===== src/rtl/detection_unit.sv =====
// Hazard detection and operand-forwarding select for the 3-wide in-order pipeline.
// Optional macro DETECTION_REG_OUT_EN registers every output (1-cycle latency).
`ifndef ZERO_REG
`define ZERO_REG 5'd0
`endif
`ifndef NOP
`define NOP 32'h00000013
`endif

package sys_defs;
  typedef enum logic [2:0] {
    RS_REG, RS_EX_0, RS_EX_1, RS_EX_2, RS_MEM_0, RS_MEM_1, RS_MEM_2
  } RS_SELECT;

  typedef struct packed {
    logic [6:0] funct7;
    logic [4:0] rs2;
    logic [4:0] rs1;
    logic [2:0] funct3;
    logic [4:0] rd;
    logic [6:0] opcode;
  } R_FMT;

  typedef union packed {
    logic [31:0] bits;
    R_FMT        r;
  } INST;

  typedef struct packed {
    INST         inst;
    logic [31:0] PC;
    logic [4:0]  dest_reg_idx;
    logic        rd_mem, wr_mem, cond_branch, uncond_branch, halt, valid;
  } ID_EX_PACKET;

  typedef struct packed {
    logic [31:0] alu_result;
    logic [4:0]  dest_reg_idx;
    logic        rd_mem, wr_mem, halt, valid;
  } EX_MEM_PACKET;

  localparam logic [6:0] OP_LUI    = 7'b0110111;
  localparam logic [6:0] OP_AUIPC  = 7'b0010111;
  localparam logic [6:0] OP_JAL    = 7'b1101111;
  localparam logic [6:0] OP_R      = 7'b0110011;
  localparam logic [6:0] OP_STORE  = 7'b0100011;
  localparam logic [6:0] OP_BRANCH = 7'b1100011;
endpackage

// One lane: hazard flag and unsquashed forwarding selects for its two sources.
module detection_lane
  import sys_defs::*;
(
  input  logic [6:0]      opcode,
  input  logic [4:0]      rs1,
  input  logic [4:0]      rs2,
  input  logic [2:0][4:0] older_dest,
  input  logic [2:0][4:0] ex_dest,
  input  logic [2:0]      ex_rd_mem,
  input  logic [2:0][4:0] mem_dest,
  output logic            hazard,
  output RS_SELECT        fwd_a,
  output RS_SELECT        fwd_b
);
  function automatic logic [2:0] hits(input logic [2:0][4:0] dest, input logic [4:0] src);
    hits = '0;
    for (int k = 0; k < 3; k++) hits[k] = (src != `ZERO_REG) && (dest[k] == src);
  endfunction

  // Only the youngest EX writer matters: a later ALU op shadows an older load.
  function automatic logic loaded(input logic [2:0] m, input logic [2:0] ld);
    if (m[2])      loaded = ld[2];
    else if (m[1]) loaded = ld[1];
    else           loaded = m[0] & ld[0];
  endfunction

  function automatic RS_SELECT pick(input logic [2:0] ex_m, input logic [2:0] mem_m);
    if (ex_m[2])       pick = RS_EX_2;
    else if (ex_m[1])  pick = RS_EX_1;
    else if (ex_m[0])  pick = RS_EX_0;
    else if (mem_m[2]) pick = RS_MEM_2;
    else if (mem_m[1]) pick = RS_MEM_1;
    else if (mem_m[0]) pick = RS_MEM_0;
    else               pick = RS_REG;
  endfunction

  logic       use1, use2;
  logic [2:0] id1, id2, ex1, ex2, mem1, mem2;

  assign use1 = !(opcode inside {OP_LUI, OP_AUIPC, OP_JAL}) && (rs1 != `ZERO_REG);
  assign use2 = (opcode inside {OP_R, OP_STORE, OP_BRANCH}) && (rs2 != `ZERO_REG);

  assign id1  = hits(older_dest, rs1);
  assign id2  = hits(older_dest, rs2);
  assign ex1  = hits(ex_dest, rs1);
  assign ex2  = hits(ex_dest, rs2);
  assign mem1 = hits(mem_dest, rs1);
  assign mem2 = hits(mem_dest, rs2);

  assign hazard = (use1 && ((|id1) || loaded(ex1, ex_rd_mem)))
               || (use2 && ((|id2) || loaded(ex2, ex_rd_mem)));
  assign fwd_a  = use1 ? pick(ex1, mem1) : RS_REG;
  assign fwd_b  = use2 ? pick(ex2, mem2) : RS_REG;
endmodule

module detection_unit
  import sys_defs::*;
(
  input  logic           clock,
  input  logic           reset,
  input  ID_EX_PACKET    id_packet_0,
  input  ID_EX_PACKET    id_packet_1,
  input  ID_EX_PACKET    id_packet_2,
  input  ID_EX_PACKET    ex_packet_0,
  input  ID_EX_PACKET    ex_packet_1,
  input  ID_EX_PACKET    ex_packet_2,
  input  EX_MEM_PACKET   mem_packet_0,
  input  EX_MEM_PACKET   mem_packet_1,
  input  EX_MEM_PACKET   mem_packet_2,
  output ID_EX_PACKET    id_packet_out_0,
  output ID_EX_PACKET    id_packet_out_1,
  output ID_EX_PACKET    id_packet_out_2,
  output logic [1:0]     rollback,
  output RS_SELECT [3:0] forwarding_A,
  output RS_SELECT [3:0] forwarding_B
);
  function automatic ID_EX_PACKET bubble(input ID_EX_PACKET p);
    bubble               = p;
    bubble.inst.bits     = `NOP;
    bubble.dest_reg_idx  = `ZERO_REG;
    bubble.valid         = 1'b0;
    bubble.rd_mem        = 1'b0;
    bubble.wr_mem        = 1'b0;
    bubble.cond_branch   = 1'b0;
    bubble.uncond_branch = 1'b0;
    bubble.halt          = 1'b0;
  endfunction

  ID_EX_PACKET [2:0]     id;
  logic [2:0][4:0]       ex_dest, mem_dest;
  logic [2:0]            ex_rd_mem, hazard, kill;
  RS_SELECT [2:0]        lane_fa, lane_fb;
  logic [1:0]            nxt_rollback;
  RS_SELECT [3:0]        nxt_fa, nxt_fb;
  ID_EX_PACKET [2:0]     nxt_pkt;
  logic                  unused_bits;

  assign id        = {id_packet_2, id_packet_1, id_packet_0};
  assign ex_dest   = {ex_packet_2.dest_reg_idx, ex_packet_1.dest_reg_idx, ex_packet_0.dest_reg_idx};
  assign ex_rd_mem = {ex_packet_2.rd_mem, ex_packet_1.rd_mem, ex_packet_0.rd_mem};
  assign mem_dest  = {mem_packet_2.dest_reg_idx, mem_packet_1.dest_reg_idx, mem_packet_0.dest_reg_idx};
  assign unused_bits = ^{ex_packet_0, ex_packet_1, ex_packet_2, mem_packet_0, mem_packet_1, mem_packet_2};

  genvar l, i;
  for (l = 0; l < 3; l++) begin : g_lane
    logic [2:0][4:0] older;
    for (i = 0; i < 3; i++) begin : g_older
      assign older[i] = (i < l) ? id[i].dest_reg_idx : `ZERO_REG;
    end
    detection_lane u_lane (
      .opcode    (id[l].inst.r.opcode),
      .rs1       (id[l].inst.r.rs1),
      .rs2       (id[l].inst.r.rs2),
      .older_dest(older),
      .ex_dest   (ex_dest),
      .ex_rd_mem (ex_rd_mem),
      .mem_dest  (mem_dest),
      .hazard    (hazard[l]),
      .fwd_a     (lane_fa[l]),
      .fwd_b     (lane_fb[l])
    );
  end

  // Everything from the oldest hazardous lane onward is squashed; reset squashes all.
  always_comb begin
    kill[0] = hazard[0];
    kill[1] = kill[0] | hazard[1];
    kill[2] = kill[1] | hazard[2];
    nxt_rollback = kill[0] ? 2'd3 : kill[1] ? 2'd2 : kill[2] ? 2'd1 : 2'd0;
    if (reset) begin
      kill         = 3'b111;
      nxt_rollback = 2'd0;
    end
    for (int k = 0; k < 3; k++) begin
      nxt_pkt[k] = kill[k] ? bubble(id[k]) : id[k];
      nxt_fa[k]  = kill[k] ? RS_REG : lane_fa[k];
      nxt_fb[k]  = kill[k] ? RS_REG : lane_fb[k];
    end
    nxt_fa[3] = RS_REG;
    nxt_fb[3] = RS_REG;
  end

`ifdef DETECTION_REG_OUT_EN
  logic [1:0]        q_rollback;
  RS_SELECT [3:0]    q_fa, q_fb;
  ID_EX_PACKET [2:0] q_pkt;

  always_ff @(posedge clock) begin
    if (reset) begin
      q_rollback <= 2'd0;
      for (int k = 0; k < 4; k++) begin
        q_fa[k] <= RS_REG;
        q_fb[k] <= RS_REG;
      end
      for (int k = 0; k < 3; k++) q_pkt[k] <= bubble(id[k]);
    end else begin
      q_rollback <= nxt_rollback;
      q_fa       <= nxt_fa;
      q_fb       <= nxt_fb;
      q_pkt      <= nxt_pkt;
    end
  end

  assign rollback        = q_rollback;
  assign forwarding_A    = q_fa;
  assign forwarding_B    = q_fb;
  assign id_packet_out_0 = q_pkt[0];
  assign id_packet_out_1 = q_pkt[1];
  assign id_packet_out_2 = q_pkt[2];
`else
  logic unused_clock;
  assign unused_clock    = clock;
  assign rollback        = nxt_rollback;
  assign forwarding_A    = nxt_fa;
  assign forwarding_B    = nxt_fb;
  assign id_packet_out_0 = nxt_pkt[0];
  assign id_packet_out_1 = nxt_pkt[1];
  assign id_packet_out_2 = nxt_pkt[2];
`endif
endmodule


===== config.mk =====
export PLATFORM = sky130hd
export DESIGN_NAME = detection_unit
export DESIGN_NICKNAME = d
export VERILOG_FILES = /design/src/rtl/detection_unit.sv
export SDC_FILE = /design/constraint.sdc
export NUM_CORES = 1
export LEC_CHECK = 0
export ABC_AREA = 1
export CAP_MARGIN = 15
export CORE_AREA = 10 10 316 318
export DETAILED_ROUTE_END_ITERATION = 10
export DIE_AREA = 0 0 326 328
export SLEW_MARGIN = 25
export SYNTH_ARGS = -nofsm -noshare
export SYNTH_HDL_FRONTEND = slang
export SYNTH_SLANG_ARGS = --single-unit

===== constraint.sdc =====
create_clock -name vclk -period 4.4
set_input_delay 1.32 -clock vclk [all_inputs]
set_output_delay 1.32 -clock vclk [all_outputs]
set_load 0.02 [all_outputs]

Word level (Yosys, flattened, before mapping)
Index checks and enable logic that the tools add are counted.
- register bits: 0
- output and inout port bits: 251
- word-level logic and storage cells: 230
- bitwise gates (word level): 8
- reductions and logical operators: 94
- muxes and demuxes: 68
- equal/unequal tests: 60
- operators with widths (kind ; number):
    $mux W75 ; 3
    $eq A5 B5 Y1 ; 42
    $mux W3 ; 49
    $eq A7 B6 Y1 const B ; 9
    $logic_and A1 B1 Y1 ; 60
    $eq A7 B7 Y1 const B ; 6
    $logic_not A5 Y1 ; 6
    $reduce_bool A5 Y1 ; 6
    $eq A7 B5 Y1 const B ; 3
    $reduce_bool A3 Y1 ; 6
    $mux W1 ; 13
    $logic_or A1 B1 Y1 ; 9
    $and A1 B1 Y1 ; 6
    $mux W2 ; 3
    $reduce_or A3 Y1 ; 2
    $reduce_or A2 Y1 ; 2
    $logic_not A1 Y1 ; 3
    $or A1 B1 Y1 ; 2

Depth between registers and ports, before layout
- depth after elaboration: 14
- depth in mapped cells: 18
- gate-level depth less buffers: 16

Hierarchy
From an unflattened synthesis, not the netlist that was laid out.
- cell total of the unflattened synthesis: 1316
- area, all modules: 6870.3 µm²
- modules (own cells, without submodules) (module ; cells each ; times used ; area an instance (µm²)):
    detection_lane ; 299 ; 3 ; 1610.3
    detection_unit ; 419 ; 1 ; 2039.5

Worst setup path after synthesis
No wires, ideal clock.
- path type: input-to-output
- start: input port id_packet_0[67] in the netlist's numbering
- end: output port forwarding_A[5] in the netlist's numbering
- path buffers: 2
- stages: 15
- path slack: 87 ps
- arrival: 2993 ps
- path through: buf_4 inv_2 nand3_4 nor2_8 nor2_1 nand2_2 nand2_2 nand2_1 nand2_1 nand2_2 nand3_4 inv_4 nand2_4 buf_8 nor3_1
- RTL lines (what ; line ; text):
    start: declaration ; 111 ; input ID_EX_PACKET id_packet_0,
    end: declaration ; 124 ; output RS_SELECT [3:0] forwarding_A,

==> flow_metrics.env <==
export IMPL_peakVddDrop_mv=0.0712
export IMPL_areaGrowthSynthToFinish_pct=137
export IMPL_syn_inst=1047
export IMPL_coreArea_um2=93000
export IMPL_clkPwrFrac_pct=0
export IMPL_drc=0
export IMPL_drive_above_1_share_pct=57.6
export IMPL_yosysWarningCount=0
export IMPL_grt_max_degree=17
export IMPL_crit_chain="clkdlybuf4s50_1 > inv_2 > o21ai_4 > a41oi_4 > nand2_2 > nand2_8 > inv_8 > nand2_8 > buf_12 > buf_12 > buf_8 > nor2_4 > buf_12"
export IMPL_hold_class="primary input to primary output"
export IMPL_fmax_mhz=211
export IMPL_outcome="complete, but fails checks"
export IMPL_crit_family="buffers and inverters"
export IMPL_hold_worst_slack_ps=2640
export IMPL_syn_area_um2=6410
export IMPL_leakage_nw=6.69
export IMPL_crit_arrival_ps=3420
export IMPL_finalPower_mw=1.88
export IMPL_dp_cells=2718
export IMPL_powerDensity_nw_per_um2=124
export IMPL_clkbuf_count=0
export IMPL_dr_pass1_iters=7
export IMPL_start_util_pct=6.89
export IMPL_rows=112
export IMPL_worst_pin_slew_ps=493
export IMPL_cp_slowest_cell="clkdlybuf4s50_1"
export IMPL_synth_cell_types=45
export IMPL_fin_ws_ps=-342
export IMPL_hold_violations=0
export IMPL_drt_wl_total_mm=48.3
export IMPL_io_buffer_count=312
export IMPL_ys_seq_area_share_pct=0
export IMPL_setup_viol=137
export IMPL_yosys_area_top_type_share_pct=14.6
export IMPL_power_share_switching_pct=48.5
export IMPL_cap_violations=0
export IMPL_rsz0062_at_grt="true"
export IMPL_die_h_um=328
export IMPL_relSlewSlack_pct=66.8
export IMPL_place_area_um2=12700
export IMPL_design_area_um2=15200
export IMPL_hold_buffers=0
export IMPL_final_antenna_net_count=0
export IMPL_crit_path_max_incr_delay_ps=480
export IMPL_report_final_slew_viol_count=0
export IMPL_grt_use_total_pct=8.49
export IMPL_synth_avg_cell_area_um2=6.12
export IMPL_p_sw_uw=913
export IMPL_period_share_pct=108
export IMPL_nFlopsAndLatches=0
export IMPL_via_per_inst=3.05
export IMPL_crit_path_start="id_packet_1[48]"
export IMPL_violations="setup timing"
export IMPL_synth_area_leader_cell="buf_4"
export IMPL_io_pins=826
export IMPL_finalNonFillerCells=2839
export IMPL_die_area_um2=107000
export IMPL_grt_pass1_vias=8980
export IMPL_antenna_found_initial=24
export IMPL_critPathKind="primary input to primary output"
export IMPL_gp_congestion=0.872
export IMPL_cp_required_ps=3080
export IMPL_cpMostUsedCell="buf_12"
export IMPL_hold_start="id_packet_0[12]"
export IMPL_seq_power_share_pct=0
export IMPL_grt_pass1_wl_mm=65.7
export IMPL_min_path_cells=0
export IMPL_p_int_uw=969
export IMPL_dp_hpwl_mm=40.9
export IMPL_synth_area_top_cells="buf_4, xnor2_1, nor2_4"
export IMPL_vias=8650
export IMPL_drt_initial_drc_count=439
export IMPL_final_util_pct=16.3
export IMPL_nNetsFinal=2159
export IMPL_regArea_um2=0
export IMPL_die_w_um=326
export IMPL_grt_overflow=0
export IMPL_path_buf_inv=7
export IMPL_crit_path_max_fanout=6
export IMPL_cp_start_kind="primary input"
export IMPL_wl_per_cell_um=17.0
export IMPL_nFillCells=10560
export IMPL_hold_end="id_packet_out_0[12]"
export IMPL_power_frac_comb_pct=100.0
export IMPL_final_min_clock_period_ps=4740
export IMPL_cp_end_kind="primary output"
==> final cells by class <==
cell class / count / area (um^2) / area share (%)
Tap cell: 1254 / 1570 / 10.3
Timing Repair Buffer: 705 / 7420 / 48.9
Antenna cell: 3 / 7.51 / 0.0494
Multi-Input combinational cell: 715 / 5480 / 36.1
Inverter: 162 / 708 / 4.66
==> synth_stat cells, types with 2 or more instances <==
cell type / n
nor2_4: 73
a21oi_1: 26
nand3_4: 3
clkbuf_1: 15
xor2_1: 59
inv_4: 2
nand3b_1: 3
a41oi_1: 2
inv_2: 34
buf_6: 8
nor2_1: 112
nor2_8: 2
nor2_2: 6
nand3_1: 31
o21ai_0: 16
nor3b_1: 2
a31oi_1: 3
nand4_1: 26
nand4_2: 2
or2_1: 2
nand2_1: 192
nor3_1: 18
buf_4: 125
nand3_2: 2
xnor2_1: 96
inv_1: 126
nand2_2: 10
or2_2: 4
nor4_1: 6
buf_2: 20
buf_12: 7
==> cells by family (layout without fill, tap and decap cells) <==
family          after synthesis  after routing  share of synthesized area, %
compound gates               53             53                          4.71
xor+xnor                    155            155                          21.2
buf+inv                     338            867                          30.5
other cells                   1              9                        0.0585
simple gates                500            501                          43.6
==> routing by layer <==
metal	vias to the layer above	part of all wire, %	GRT usage, %
li1	4098	-	-
met5	-	0.26	0
met3	123	12	3.93
met1	3920	43	10.8
met2	489	41	12.8
met4	20	3.2	1.94
==> metrics by stage <==
step,setup TNS (ps),setup WS (ps)
finish,-26780,-342
global placement,-160260,-1380
global route,-41520,-422
detailed placement,-161840,-1370
CTS,-29810,-365
floorplan,0,87.4
==> worst max path at each step <==
stage,to,slack [ps],cells past startpoint
3_5_place_dp,id_packet_out_1[45],-1370,16
2_1_floorplan,forwarding_A[5],90,15
5_1_grt,id_packet_out_1[9],-420,19
4_1_cts,id_packet_out_2[60],-370,22
3_3_place_gp,id_packet_out_1[45],-1380,17
6_report,id_packet_out_1[9],-340,13
==> power by group through the flow <==
stage / clock, mW / sequential, mW / combinational, mW
5_1_grt: 0.0000000615 / 0 / 2.00
3_3_place_gp: 0 / 0 / 1.50
2_1_floorplan: 0 / 0 / 0.839
4_1_cts: 0 / 0 / 1.81
6_report: 0.0000000924 / 0 / 1.88
3_5_place_dp: 0 / 0 / 1.51
==> layout by cell type, fill, tap and decap left out, drive strengths merged <==
cell,n
buf,574
nand2,205
nor2,193
inv,160
xnor2,96
clkdlybuf4s50,89
xor2,59
nand3,36
nand4,28
a21oi,27
dlygate4sd2,23
nor3,20
o21ai,16
clkdlybuf4s15,12
or2,7
conb,6
nor4,6
clkbuf,4
diode,3
nand3b,3
dlymetal6s2s,3
a31oi,3
nor3b,2
a41oi,2
o31ai,1
clkinvlp,1
a211oi,1
o22ai,1
clkinv,1
and3,1
o221ai,1
o41ai,1
==> timing repair <==
action / CTS / global route
cloned: 6 / 0
resized for setup: 878 / 239
setup buffers: 110 / 20
setup endpoints to repair: 149 / 149
endpoints found under the hold margin: 0 / 0
pin swaps: 107 / 88
Note: power is estimated with default switching activity, not from simulation.
